<file path="config.mk">
export PLATFORM = sky130hd
export DESIGN_NAME = seq_shift_unit_flat
export DESIGN_NICKNAME = d
export VERILOG_FILES = /design/src/rtl/seq_shift_if.sv /design/src/rtl/seq_shift_unit.sv /design/src/flat_wrapper.sv
export SDC_FILE = /design/constraint.sdc
export NUM_CORES = 1
export LEC_CHECK = 0
export ABC_AREA = 0
export BUFFER_PORTS_ARGS = -buffer_cell sky130_fd_sc_hd__buf_2
export CAP_MARGIN = 20
export CORE_ASPECT_RATIO = 0.6
export CORE_MARGIN = 3
export CORE_UTILIZATION = 41
export CTS_CLUSTER_SIZE = 14
export DETAILED_ROUTE_END_ITERATION = 7
export PLACE_DENSITY = 0.66
export SLEW_MARGIN = 20
export SYNTH_ARGS = -nofsm -noshare
export SYNTH_HDL_FRONTEND = slang
export SYNTH_SLANG_ARGS = --single-unit
</file>
<file path="constraint.sdc">
create_clock -name clk -period 2.5 [get_ports clk]
set_input_delay 0.125 -clock clk [delete_from_list [all_inputs] [get_ports clk]]
set_output_delay 0.125 -clock clk [all_outputs]
set_load 0.01 [all_outputs]
</file>
<file path="src/rtl/seq_shift_if.sv">
// Request/response bundle for the multi-cycle shift unit.
// The master issues start/in/op/amt, and the slave returns busy/done/sout.
interface seq_shift_if #(
  parameter int WIDTH = 16,
  parameter int AMT_W = 4
);
  logic             start;
  logic [WIDTH-1:0] in;
  logic [1:0]       op;
  logic [AMT_W-1:0] amt;
  logic             busy;
  logic             done;
  logic [WIDTH-1:0] sout;

  modport master (output start, in, op, amt, input busy, done, sout);
  modport slave  (input start, in, op, amt, output busy, done, sout);
endinterface

</file>
<file path="src/rtl/seq_shift_unit.sv">
// Multi-cycle shifter: shifts the operand one bit position per clock.
// op encoding: 00 ROR, 01 LSL, 10 LSR, 11 ASR.
//
// state | meaning
// IDLE  | waiting for start; busy=0
// SHIFT | one step per clock; exits after the step taken with count==1
// DONE  | one-cycle done pulse; a new start is accepted here as in IDLE
module seq_shift_unit #(
  parameter int WIDTH = 16,
  parameter int AMT_W = 4
) (
  input logic        clk,
  input logic        reset,
  seq_shift_if.slave bus
);

  typedef enum logic [1:0] {
    IDLE  = 2'd0,
    SHIFT = 2'd1,
    DONE  = 2'd2
  } state_t;

  state_t           state;
  logic [1:0]       op_r;
  logic [AMT_W-1:0] count;
  logic [WIDTH-1:0] sout_r;
  logic             busy_r;
  logic             done_r;

  function automatic logic [WIDTH-1:0] step(input logic [WIDTH-1:0] s, input logic [1:0] o);
    case (o)
      2'b00:   step = {s[0], s[WIDTH-1:1]};
      2'b01:   step = {s[WIDTH-2:0], 1'b0};
      2'b10:   step = {1'b0, s[WIDTH-1:1]};
      default: step = {s[WIDTH-1], s[WIDTH-1:1]};
    endcase
  endfunction

  // Sequencer: the state, the operand/result register, and the registered busy/done flags.
  // busy/done are written from the next state, so they line up with the state they describe.
  always_ff @(posedge clk) begin
    if (reset) begin
      state  <= IDLE;
      op_r   <= 2'b00;
      count  <= '0;
      sout_r <= '0;
      busy_r <= 1'b0;
      done_r <= 1'b0;
    end else begin
      done_r <= 1'b0;
      case (state)
        IDLE, DONE: begin
          if (bus.start) begin
            sout_r <= bus.in;
            op_r   <= bus.op;
            count  <= bus.amt;
            if (bus.amt != '0) begin
              state  <= SHIFT;
              busy_r <= 1'b1;
            end else begin
              // A zero amount goes straight to the done pulse, and busy is never shown.
              state  <= DONE;
              busy_r <= 1'b0;
              done_r <= 1'b1;
            end
          end else begin
            state  <= IDLE;
            busy_r <= 1'b0;
          end
        end
        SHIFT: begin
          sout_r <= step(sout_r, op_r);
          count  <= count - AMT_W'(1);
          if (count == AMT_W'(1)) begin
            state  <= DONE;
            busy_r <= 1'b0;
            done_r <= 1'b1;
          end
        end
        default: begin
          state  <= IDLE;
          busy_r <= 1'b0;
        end
      endcase
    end
  end

  assign bus.busy = busy_r;
  assign bus.done = done_r;
  assign bus.sout = sout_r;

endmodule
</file>
<file path="src/flat_wrapper.sv">
// flat-port wrapper written by rule: the top's interface ports become plain ports
module seq_shift_unit_flat 
#(
  parameter int WIDTH = 16,
  parameter int AMT_W = 4
)
  (clk, reset, bus_start, bus_in, bus_op, bus_amt, bus_busy, bus_done, bus_sout);
  seq_shift_if #(.WIDTH(WIDTH), .AMT_W(AMT_W)) bus_i ();
  input logic clk;
  input logic reset;
  input wire logic [$bits(bus_i.start)-1:0] bus_start;
  input wire logic [$bits(bus_i.in)-1:0] bus_in;
  input wire logic [$bits(bus_i.op)-1:0] bus_op;
  input wire logic [$bits(bus_i.amt)-1:0] bus_amt;
  output wire logic [$bits(bus_i.busy)-1:0] bus_busy;
  output wire logic [$bits(bus_i.done)-1:0] bus_done;
  output wire logic [$bits(bus_i.sout)-1:0] bus_sout;
  assign bus_i.start = bus_start;
  assign bus_i.in = bus_in;
  assign bus_i.op = bus_op;
  assign bus_i.amt = bus_amt;
  assign bus_busy = bus_i.busy;
  assign bus_done = bus_i.done;
  assign bus_sout = bus_i.sout;
  seq_shift_unit #(.WIDTH(WIDTH), .AMT_W(AMT_W)) u_core (.clk(clk), .reset(reset), .bus(bus_i));
endmodule
</file>
==> run summary <==
Run status - completed
Number of buffers on the longest clock path - 2
Count of port buffers added during placement - 42
Transition at the pin with the smallest max-transition slack - 0.721 ns
Via count of the first global-routing pass - 1,176
Delay-heaviest family, CP - simple AND/OR/NAND/NOR gates
Fin nets - 224
Global-route total usage across every layer - 0.174
Startpoint-to-endpoint class of the critical path - flop to flop
Met2 track demand over resource - 0.255
Pwr Density - 623 nW/um^2
Post-CTS repair timing setup buffer count - 0
Met3 track demand over resource in global routing - 0.0581
Routed WL - 3.46 mm
Max stage delay cell, worst path - sky130_fd_sc_hd__nand2b_1
CTS Sinks - 25
Arrival time reported for the critical path endpoint - 1.67 ns
Shortest clock period the worst path allows after layout - 1.49 ns
Boundary Pins - 43
Commonest non-fill, non-tap cell in the layout - sky130_fd_sc_hd__buf_2
Overall via count from detail_route - 1,268
Register clock-pin slew on the reported worst setup and hold paths - 0.09 ns
Iteration count of the initial detailed-routing pass - 4
Setup repair after global routing missed its margin - false
Lkg Pwr - 0.732 nW
Final period utilization - 0.595
Busiest layer in global routing - met2
Series of cell instances along the critical path - nand2b_1 > nand2_1 > a311oi_1
Diodes inserted - 0
Cell Area, Placed - 1560 sq um
Seq cells post-synth - 25
Number of buffers inserted by hold repair at cts - 0
Crit path capture type - flop
Beginning of the worst register-to-register path - u_core.bus.busy$_SDFFE_PP0P_
Fraction of met1 tracks used by global routing - 0.243
Post-DR vias/cell - 5.33
Mapped Avg Cell Area - 8.63 sq um
Post_cts resized - 0
DP Wirelength - 2.50 mm
Final count of pins violating max slew - 0
Number of warnings reported in the yosys synthesis log - 0
Area growth from synthesis to final layout - 17.1%
Min-Delay Startpoint - bus_op[1]
Worst endpoint required time - 2.68 ns
Worst-case reg-to-reg path depth - 3
Synthesized instance count - 159
Final total negative setup slack - 0 ns
Post-detailed-route count of antenna-violating nets - 0
Routability-driven placement congestion ratio - 0.753
# DRC - 0
Overall power consumption - 1.00 mW
Drt initial violations - 130
Number of distinct library cells after synthesis - 28
FILL cells - 312
Max Clk Rate - 672 MHz
Worst Hold End - u_core.op_r[1]$_SDFFE_PP0P_
Highest fanout seen on the critical path - 18
Largest net degree at the start of global routing - 26
CTS tree - built
Flop-to-flop setup slack - 1.01 ns
Full die area - 4100 sq um
Net count of the mapped netlist - 186
Clk_lat worst skew - 0.27 ns
Worst hold path type - input port to flop
Final Instance Count excl. Fillers - 238
Relative max-transition margin - 0.519
Clock tree root driver cell - sky130_fd_sc_hd__clkbuf_8
Placeable core area - 3020 sq um
Highest-count cells in the layout ignoring fill and taps - sky130_fd_sc_hd__buf_2, sky130_fd_sc_hd__nand2_1, sky130_fd_sc_hd__dfxtp_1
Final design instance area without fill - 1610 sq um
Final clock skew - 0.00658 ns
Hold Crit Depth - 3
Endpoint of the worst register-to-register path - u_core.bus.sout[3]$_SDFFE_PP0P_
Worst hold slack after final layout - 0.0951 ns
Fin. Hold Viols - 0
Initial core utilization - 0.454
Seq/Total Area, Yosys - 0.365
Launching element type of the critical path - flop
Std cell rows - 15
Per-cell routed wire length - 14.6 microns
Total congestion overflow - 0
Vert. Die Dim - 50.8 microns
Placed cell count - 234
Share of cells above drive strength 1 - 0.332
Worst supply voltage drop on vdd - 0.000215 V
Cell Area, Synth - 1370 sq um
Total of endpoints with negative setup slack in the final report - 0
Biggest cell delay along the critical path - 0.60 ns
Number of antenna violations at the first check in global routing - 0
Horizontal die dimension - 80.7 microns
Number of buffers inserted during clock tree synthesis - 3
Max-capacitance violation count - 0
Max H-tree Level - 1
Buffers plus inverters on the worst setup path - 0
Global-route wire length before repair - 5.50 mm
[logic make-up (layout without fill, tap and decap cells)]
family | Yosys count | count (layout) | synth area share
compound gates | 30 | 30 | 0.167
fa+ha+maj | 2 | 2 | 0.0182
buf+inv | 17 | 54 | 0.0884
flops | 25 | 25 | 0.365
mux | 16 | 16 | 0.155
simple gates | 69 | 69 | 0.207
[through the flow]
step,utilization,setup slack (ns)
2_1_floorplan,-,1.23
3_3_place_gp,0.517,1.12
3_5_place_dp,0.517,1.01
4_1_cts,0.532,0.996
5_1_grt,0.532,0.816
6_report,0.532,1.01
[state kept, by name, indices dropped and copies added (netlist names)]
| signal | count |
|---|---|
| u_core.bus.busy | 1 |
| u_core.bus.done | 1 |
| u_core.bus.sout | 16 |
| u_core.count | 4 |
| u_core.op_r | 2 |
| u_core.state | 1 |
[power breakdown]
group          total, mW  internal [mW]  switching [mW]
Sequential         0.485          0.441          0.0440
Clock              0.243          0.114           0.129
Combinational      0.274          0.133           0.140
Total               1.00          0.688           0.313
[routing by layer]
metal	routed length, microns	vias up
li1	-	628
met1	1620	582
met2	1500	53
met3	323	5
met4	25	0
met5	0	-
[cells in the mapped netlist, drive strengths merged]
| library cell | number | area (sq um) |
|---|---|---|
| a311oi | 14 | 123 |
| a21oi | 8 | 40.0 |
| nand2b | 3 | 18.8 |
| nor2b | 3 | 18.8 |
| o21bai | 1 | 7.51 |
| nor3 | 2 | 10.0 |
| nand3 | 2 | 10.0 |
| nor2 | 22 | 82.6 |
| or3 | 1 | 6.26 |
| inv | 3 | 11.3 |
| a221oi | 2 | 17.5 |
| dfxtp | 25 | 500 |
| ha | 2 | 25.0 |
| nor4 | 1 | 6.26 |
| a2bb2oi | 1 | 8.76 |
| nand2 | 35 | 131 |
| a32oi | 2 | 17.5 |
| clkbuf | 6 | 43.8 |
| mux2i | 1 | 10.0 |
| a211oi | 2 | 15.0 |
| buf | 8 | 66.3 |
| mux2 | 15 | 203 |
[final cells by class]
cell class / instances / area (sq um) / area share
well taps: 42 / 52.6 / 0.0327
clock buffers: 4 / 45.0 / 0.0280
repair buffers: 47 / 248 / 0.154
multi-input cells: 117 / 751 / 0.467
inverters: 3 / 11.3 / 0.00700
flip-flops and latches: 25 / 500 / 0.311
[worst register-to-register path, cell delays in order, from the launching register on]
cell and delay (ns):
sky130_fd_sc_hd__dfxtp_1 0.39, sky130_fd_sc_hd__nand2b_1 0.60, sky130_fd_sc_hd__nand2_1 0.12, sky130_fd_sc_hd__a311oi_1 0.29
[how the worst max path moves through the flow]
stage | from | slack, ns | cells after the start | endpoint
final | u_core.bus.busy$_SDFFE_PP0P_ | 1.01 | 3 | u_core.bus.sout[3]$_SDFFE_PP0P_
after floorplan | u_core.op_r[1]$_SDFFE_PP0P_ | 1.23 | 6 | u_core.bus.sout[10]$_SDFFE_PP0P_
after global routing | u_core.bus.busy$_SDFFE_PP0P_ | 0.82 | 4 | u_core.count[1]$_SDFFE_PP0P_
after CTS | u_core.bus.busy$_SDFFE_PP0P_ | 1.0 | 4 | u_core.count[1]$_SDFFE_PP0P_
after global placement | u_core.bus.busy$_SDFFE_PP0P_ | 1.12 | 3 | u_core.bus.sout[14]$_SDFFE_PP0P_
after detailed placement | u_core.bus.busy$_SDFFE_PP0P_ | 1.01 | 4 | u_core.count[1]$_SDFFE_PP0P_
(Power assumes the default switching activity.)
